File: src/rtl/ssa_mult_seq_if.sv
// Operand/product handshake bundle for the wide-operand multiplier sequencer.
interface ssa_mult_seq_if #(
    parameter int unsigned LIMBS = 2
);
    localparam int unsigned WIDTH = 8 * LIMBS;

    logic                 in_valid;
    logic                 in_ready;
    logic [WIDTH-1:0]     a;
    logic [WIDTH-1:0]     b;
    logic                 out_valid;
    logic                 out_ready;
    logic [2*WIDTH-1:0]   p;
    logic                 busy;

    modport master (
        output in_valid, a, b, out_ready,
        input  in_ready, out_valid, p, busy
    );

    modport slave (
        input  in_valid, a, b, out_ready,
        output in_ready, out_valid, p, busy
    );
endinterface

File: src/rtl/ssa_mult_seq.sv
// Multi-cycle WIDTH x WIDTH unsigned multiplier: one 8x8 limb product per cycle
// through a single shared multiplier, shift-accumulated into a 2*WIDTH result.
module ssa_mult_seq #(
    parameter int unsigned LIMBS = 2
) (
    input  logic          clk,
    input  logic          rst,
    ssa_mult_seq_if.slave bus
);
    localparam int unsigned WIDTH = 8 * LIMBS;
    localparam int unsigned PW    = 2 * WIDTH;
    localparam int unsigned CW    = (LIMBS > 1) ? $clog2(LIMBS) : 1;
    localparam int unsigned SW    = CW + 4;

    localparam logic [1:0] S_IDLE = 2'd0;
    localparam logic [1:0] S_CALC = 2'd1;
    localparam logic [1:0] S_DONE = 2'd2;

    localparam logic [CW-1:0] LAST = CW'(LIMBS - 1);

    // Shared 8x8 limb multiplier; the only multiplier in the datapath.
    function automatic logic [15:0] fft_mult(input logic [7:0] x, input logic [7:0] y);
        return 16'(x) * 16'(y);
    endfunction

    logic [1:0]       r_state;
    logic [CW-1:0]    r_i;
    logic [CW-1:0]    r_j;
    logic [WIDTH-1:0] r_ra;
    logic [WIDTH-1:0] r_rb;
    logic [PW-1:0]    r_acc;
    logic             r_in_ready;
    logic             r_out_valid;
    logic             r_busy;

    logic [1:0]       w_state_nxt;
    logic [CW-1:0]    w_i_nxt;
    logic [CW-1:0]    w_j_nxt;
    logic [WIDTH-1:0] w_ra_nxt;
    logic [WIDTH-1:0] w_rb_nxt;
    logic [PW-1:0]    w_acc_nxt;

    logic [7:0]       w_limb_a;
    logic [7:0]       w_limb_b;
    logic [15:0]      w_prod16;
    logic [CW:0]      w_pos;
    logic [SW-1:0]    w_shamt;
    logic [PW-1:0]    w_pp;

    // Current limb pair and its weight 2^(8*(i+j)).
    assign w_limb_a = r_ra[{r_i, 3'b000} +: 8];
    assign w_limb_b = r_rb[{r_j, 3'b000} +: 8];
    assign w_prod16 = fft_mult(w_limb_a, w_limb_b);
    assign w_pos    = {1'b0, r_i} + {1'b0, r_j};
    assign w_shamt  = {w_pos, 3'b000};
    assign w_pp     = PW'(w_prod16) << w_shamt;

    // Next-state and datapath update.
    always_comb begin
        w_state_nxt = r_state;
        w_i_nxt     = r_i;
        w_j_nxt     = r_j;
        w_ra_nxt    = r_ra;
        w_rb_nxt    = r_rb;
        w_acc_nxt   = r_acc;
        case (r_state)
            S_IDLE: begin
                if (bus.in_valid && r_in_ready) begin
                    w_ra_nxt    = bus.a;
                    w_rb_nxt    = bus.b;
                    w_acc_nxt   = '0;
                    w_i_nxt     = '0;
                    w_j_nxt     = '0;
                    w_state_nxt = S_CALC;
                end
            end
            S_CALC: begin
                w_acc_nxt = r_acc + w_pp;
                if (r_j == LAST) begin
                    w_j_nxt = '0;
                    if (r_i == LAST) begin
                        w_i_nxt     = '0;
                        w_state_nxt = S_DONE;
                    end else begin
                        w_i_nxt = r_i + CW'(1);
                    end
                end else begin
                    w_j_nxt = r_j + CW'(1);
                end
            end
            S_DONE: begin
                if (bus.out_ready) begin
                    w_state_nxt = S_IDLE;
                end
            end
            default: begin
                w_state_nxt = S_IDLE;
            end
        endcase
    end

    // State, datapath and registered status outputs.
    always_ff @(posedge clk) begin
        if (rst) begin
            r_state     <= S_IDLE;
            r_i         <= '0;
            r_j         <= '0;
            r_ra        <= '0;
            r_rb        <= '0;
            r_acc       <= '0;
            r_in_ready  <= 1'b1;
            r_out_valid <= 1'b0;
            r_busy      <= 1'b0;
        end else begin
            r_state     <= w_state_nxt;
            r_i         <= w_i_nxt;
            r_j         <= w_j_nxt;
            r_ra        <= w_ra_nxt;
            r_rb        <= w_rb_nxt;
            r_acc       <= w_acc_nxt;
            r_in_ready  <= (w_state_nxt == S_IDLE);
            r_out_valid <= (w_state_nxt == S_DONE);
            r_busy      <= (w_state_nxt == S_CALC);
        end
    end

    assign bus.in_ready  = r_in_ready;
    assign bus.out_valid = r_out_valid;
    assign bus.busy      = r_busy;
    assign bus.p         = r_acc;
endmodule

File: src/flat_wrapper.sv
// flat-port wrapper written by rule: the top's interface ports become plain ports
module ssa_mult_seq_flat 
#(
    parameter int unsigned LIMBS = 2
)
  (clk, rst, bus_in_valid, bus_a, bus_b, bus_out_ready, bus_in_ready, bus_out_valid, bus_p, bus_busy);
  ssa_mult_seq_if #(.LIMBS(LIMBS)) bus_i ();
  input  logic clk;
  input  logic rst;
  input wire logic [$bits(bus_i.in_valid)-1:0] bus_in_valid;
  input wire logic [$bits(bus_i.a)-1:0] bus_a;
  input wire logic [$bits(bus_i.b)-1:0] bus_b;
  input wire logic [$bits(bus_i.out_ready)-1:0] bus_out_ready;
  output wire logic [$bits(bus_i.in_ready)-1:0] bus_in_ready;
  output wire logic [$bits(bus_i.out_valid)-1:0] bus_out_valid;
  output wire logic [$bits(bus_i.p)-1:0] bus_p;
  output wire logic [$bits(bus_i.busy)-1:0] bus_busy;
  assign bus_i.in_valid = bus_in_valid;
  assign bus_i.a = bus_a;
  assign bus_i.b = bus_b;
  assign bus_i.out_ready = bus_out_ready;
  assign bus_in_ready = bus_i.in_ready;
  assign bus_out_valid = bus_i.out_valid;
  assign bus_p = bus_i.p;
  assign bus_busy = bus_i.busy;
  ssa_mult_seq #(.LIMBS(LIMBS)) u_core (.clk(clk), .rst(rst), .bus(bus_i));
endmodule
File: config.mk
export PLATFORM = sky130hd
export DESIGN_NAME = ssa_mult_seq_flat
export DESIGN_NICKNAME = d
export VERILOG_FILES = /design/src/rtl/ssa_mult_seq_if.sv /design/src/rtl/ssa_mult_seq.sv /design/src/flat_wrapper.sv
export SDC_FILE = /design/constraint.sdc
export NUM_CORES = 1
export LEC_CHECK = 0
export ABC_AREA = 1
export BUFFER_PORTS_ARGS = -buffer_cell sky130_fd_sc_hd__buf_4
export CORE_AREA = 2 2 144 146
export CTS_BUF_LIST = sky130_fd_sc_hd__clkbuf_16
export DETAILED_ROUTE_END_ITERATION = 10
export DIE_AREA = 0 0 146 148
export PLACE_DENSITY_LB_ADDON = 0.25
export SLEW_MARGIN = 30
export SYNTH_ARGS = -nofsm -noshare
export SYNTH_HDL_FRONTEND = slang
export SYNTH_SLANG_ARGS = --single-unit
export TNS_END_PERCENT = 50
File: constraint.sdc
create_clock -name clk -period 14.2 [get_ports clk]
set_input_delay 1.42 -clock clk [delete_from_list [all_inputs] [get_ports clk]]
set_output_delay 1.42 -clock clk [all_outputs]
set_load 0.01 [all_outputs]
After elaboration in Yosys (flattened, before gate mapping)
Cells that the tools add are included.
- add/sub/neg operators: 4
- multiply operators: 1
- shift operators: 3
- mux-type cells: 13
- equality and inequality tests: 6
- reductions and logical operators: 7
- operator list (cell ; count):
    one-hot mux 32 bit (2 select lines) ; 1
    adder 32 bit ; 1
    2-to-1 mux 32 bit ; 1
    indexed part select 16 x 5 -> 8 bit ; 2
    left shift 16 x 5 -> 32 bit ; 1
    multiplier 8 x 8 -> 16 bit ; 1
    2-to-1 mux 2 bit ; 4
    one-hot mux 2 bit (3 select lines) ; 1
    equality test 2 x 1 -> 1 bit (second input constant) ; 2
    equality test 2 bit (second input constant) ; 2
    zero test 2 bit ; 2
    2-to-1 mux 1 bit ; 4
    inequality test 2 x 1 -> 1 bit (second input constant) ; 2
    one-hot mux 1 bit (2 select lines) ; 2
    AND reduction 2 bit ; 2
    AND reduction 3 bit ; 1
    adder 1 bit (second input constant) ; 2
    adder 1 x 1 -> 2 bit ; 1
    nonzero test 2 bit ; 1
    logical AND 1 bit ; 1
- register bits after elaboration: 71

Longest topological paths before layout
- word-level depth: 5
- mapped depth: 37

Worst setup path after synthesis
Ideal clock, no wire load.
- path type: flip-flop to flip-flop
- from: reg u_core.r_j
- to: reg u_core.r_acc[23] (netlist: u_core.bus.p[23])
- cell stages (with the launch flop): 33
- setup slack: 8.158 ns
- clock period less this slack: 6.042 ns
- buffers on the path: 1
- library setup time: 0.132 ns
- arrival time: 5.910 ns
- data required time: 14.068 ns
- path through: dfxtp_1 -> buf_2 -> inv_1 -> or2_2 -> o21ai_1 -> nor2_1 -> fa_1 -> fa_1 -> fa_1 -> inv_1 -> fa_1 -> inv_1 -> ha_1 -> nand2_1 -> nand2_1 -> nand2_1 -> nand2_1 -> a21oi_1 -> nor2_1 -> nor2_1 -> xor2_1 -> nand2_1 -> o21ai_0 -> nor2_1 -> ha_1 -> nand2_1 -> nor4_1 -> nand2_1 -> nand2_2 -> a21oi_1 -> or2_0 -> nand3_1 -> a21oi_1
- cells in the longest elaborated chain, start to end: 5
- elaborated cells on any way between the ends: 6
- classes of those cells: add/sub (2); mul (1); shift (2); mux (1)
- RTL lines (what ; RTL line ; source):
    start, declared ; ssa_mult_seq.sv:28 ; logic [CW-1:0] r_j;
    start signal, assigned ; ssa_mult_seq.sv:117 ; r_j <= w_j_nxt;
    indexed part select 16 x 5 -> 8 bit ; ssa_mult_seq.sv:52 ; assign w_limb_b = r_rb[{r_j, 3'b000} +: 8];
    multiplier 8 x 8 -> 16 bit ; ssa_mult_seq.sv:23 ; return 16'(x) * 16'(y);
    left shift 16 x 5 -> 32 bit (*) ; ssa_mult_seq.sv:56 ; assign w_pp = PW'(w_prod16) << w_shamt;
    adder 32 bit (*) ; ssa_mult_seq.sv:78 ; w_acc_nxt = r_acc + w_pp;
    one-hot mux 32 bit (2 select lines) (*) ; ssa_mult_seq.sv:66 ; case (r_state)
    end signal, assigned ; ssa_mult_seq.sv:120 ; r_acc <= w_acc_nxt;
    end, declared ; ssa_mult_seq.sv:31 ; logic [PW-1:0] r_acc;
Mark *: on every way between the ends. The rest lies on a longest branch, timed or not.
A chain may end at the register's enable or synchronous reset.

Final worst setup path
- from: reg u_core.r_j
- to: reg u_core.r_acc[17] (netlist: u_core.bus.p[17])
The elaborated chain is that of the path after synthesis.

==> flow_metrics.tcl <==
set metrics [dict create \
    critical_path.max_fanout 11 \
    synthTopCellsByArea "dfxtp_1, ha_1, fa_1" \
    busiest_layer "met1" \
    grt_usage 0.188 \
    num_io_pins 71 \
    place_congestion 0.956 \
    criticalPathCategory "reg2reg" \
    antenna_left 0 \
    netlist-cell-type-count 48 \
    overflow 0 \
    viasPerCell 5.07 \
    drt_iter0_markers 499 \
    end_kind "flop" \
    htreeDepth 3 \
    grt_max_degree 40 \
    grt_use_met1 0.281 \
    clk_pin_slew_worst_paths_ns 0.08 \
    critical_path.max_stage_delay_ns 0.62 \
    slew_viol_final 0 \
    grt_pass1_wl_mm 32.4 \
    coreArea_um2 20000 \
    ys.flop_type "dfxtp_1" \
    post-route-period-util 0.501 \
    die_height_um 148 \
    post_drt_wl_per_cell_um 15.1 \
    worst_pin_slew_ns 0.965 \
    fillCellCount 2179 \
    ys_warn_count 0 \
    cts.hold.buffers_added 0 \
    dieArea_um2 21600 \
    avgSynthCellArea_um2 6.89 \
    area_growth_pct 14.9 \
    grt_setup_unrepaired "no" \
    initial_utilization 0.342 \
    cts_made_buffers 9 \
    synth_top_area_cell "dfxtp_1" \
    wirelength_mm 20.1 \
    dpl.hpwl_mm 15.8 \
    period_minus_slack_ns 7.12 \
    ys_seq_area_frac 0.207 \
    worstPathRequired_ns 14.43 \
    drtPass1Iterations 5 \
    fin_tns_setup_ns 0 \
    crit_path_top_delay_cell "dfxtp_1" \
    drive_gt1_frac 0.133 \
    max_freq_mhz 140 \
    drc 0 \
    async_reset_ff_frac 0 \
    worstSetupStartpointType "flop" \
    port_buffers 70 \
    synth_edf_count 0 \
    place_area_um2 7590 \
    holdWs_ns 0.493 \
    syn_nets 1136 \
    vdd_drop_max_uv 65.3 \
    grt_util_met3 0.0299 \
    outcome "finished, final reports clean" \
    cts.path.max_buffers 2 \
    maxCapViolCount 0 \
    cts_sinks 71 \
    cellPowerDensity_nw_per_um2 109 \
    leakage_nw 3.77 \
    tritoncts "done" \
    synthCells 995 \
    first_global_vias 6161 \
    cts_setup_buffers 0 \
    antenna_found_initial 0 \
    synth_area_um2 6860 \
    relSlewSlack 0.355 \
    synth-seq-cells 71 \
    clockRootBuffer "clkbuf_16" \
    nets 1193 \
    die_w_um 146 \
    hold_path.class "reg2reg" \
    diodes 0 \
    post_cts_resize_count 0 \
    cp_data_arrival_time_ns 7.35 \
    synth_top_area_frac 0.207 \
    vias 6734 \
    row_count 52 \
    hold_viol 0 \
    finalClockSkew_ns 0.0198 \
    stdcell_area_um2 7880 \
    setup_viol 0 \
    worstSkewPairLatency_ns 0.37 \
    grt_util_met2 0.278 \
]
through the flow:
stage / cells / power (W) / setup slack [ns] / utilization
3_5_place_dp: 1311 / 0.000627 / 7.16 / 0.379
5_1_grt: 1327 / 0.000926 / 6.53 / 0.393
6_report: 1327 / 0.000859 / 7.08 / 0.393
2_1_floorplan: 995 / 0.000520 / 8.16 / -
3_3_place_gp: 1311 / 0.000626 / 7.23 / 0.379
4_1_cts: 1327 / 0.000864 / 7.13 / 0.393
layout by cell type (no fill, tap or decap), drive strengths merged, types with 4 or more instances in the layout:
cell type,Yosys,final
xor2,4,4
ha,68,68
a21oi,94,94
clkbuf,18,9
dfxtp,71,71
or2,27,27
nand4,7,7
inv,114,119
o21ai,88,88
nand3b,4,4
o21bai,4,4
nor3,6,6
a31oi,4,4
a21o,9,9
mux2i,10,10
fa,37,37
nor2,187,187
nand3,47,47
nand2,165,165
xnor2,5,5
buf,7,72
cell usage after synthesis, types with 2 or more instances:
library cell and count:
o21ai_2 6, clkbuf_1 15, nor4_1 2, nand2_1 161, nand4_1 7, o21a_1 2
nor2_2 4, fa_1 37, clkbuf_8 3, buf_4 2, nand3_2 3, inv_1 111
nand3b_1 4, o22ai_1 3, dfxtp_1 71, nor3_1 6, a21oi_1 88, nand2_2 4
o211ai_2 2, mux2i_1 10, or2_1 4, buf_2 3, a21o_1 9, o21ai_1 11
ha_1 68, xnor2_1 5, a211oi_1 2, or2_2 22, o21ai_0 71, a31oi_1 4
nor2_1 182, xor2_1 4, nand3_1 44, o21bai_1 4, inv_2 3, a21oi_2 6
sequential cells by signal, summed over array words and instances, names as in the netlist:
register              flops
u_core.bus.busy           1
u_core.bus.in_ready       1
u_core.bus.out_valid      1
u_core.bus.p             32
u_core.r_i                1
u_core.r_j                1
u_core.r_ra              16
u_core.r_rb              16
u_core.r_state            2
kinds of logic after synthesis:
family,after synthesis,synth area share
AOI/OAI and AO/OA,214,0.175
xor gates and xnor gates,9,0.0115
adders and majority gates,105,0.232
buffers and inverters,141,0.0850
DFF,71,0.207
muxes,10,0.0146
and+or+nand+nor,445,0.275
final timing paths:
| check | startpoint | to | slack (ns) | cells after the start |
|---|---|---|---|---|
| min reg2reg | u_core.bus.p[0] | u_core.bus.p[0] | 0.49 | 2 |
| max reg2reg | u_core.r_j | u_core.bus.p[17] | 7.08 | 28 |
| max | u_core.r_j | u_core.bus.p[17] | 7.08 | 28 |
| min | u_core.bus.p[0] | u_core.bus.p[0] | 0.49 | 2 |
layer usage:
metal / part of all wire / routed length (µm)
met3: 0.060 / 1210
met4: 0.016 / 320
met2: 0.43 / 8530
met5: 0 / 0
met1: 0.50 / 10000
power breakdown:
group          switching, W  total [W]  leakage (nW)  internal [W]
clock              0.000110   0.000232         0.139      0.000122
combinational      0.000256   0.000394          3.05      0.000138
sequential        0.0000154   0.000233         0.581      0.000217
total              0.000381   0.000859          3.77      0.000478
area by class of cell:
type,count,area (µm²),area share
Clock buffer,9,225,0.0286
Inverter,115,432,0.0548
Multi-Input combinational cell,783,4860,0.617
Clock inverter,7,62.6,0.00794
Sequential cell,71,1420,0.180
Timing Repair Buffer,72,541,0.0686
Tap cell,270,338,0.0429
critical path: cells and delay by family (launching register included):
family	cells	cell delay (ns)
buffers and inverters	4	0.31
adders and majority gates	6	2.82
muxes	1	0.26
AOI/OAI and AO/OA	7	1.28
DFF	1	0.62
xor gates and xnor gates	1	0.16
and+or+nand+nor	9	1.50
Power figures use the tool's default switching activity.
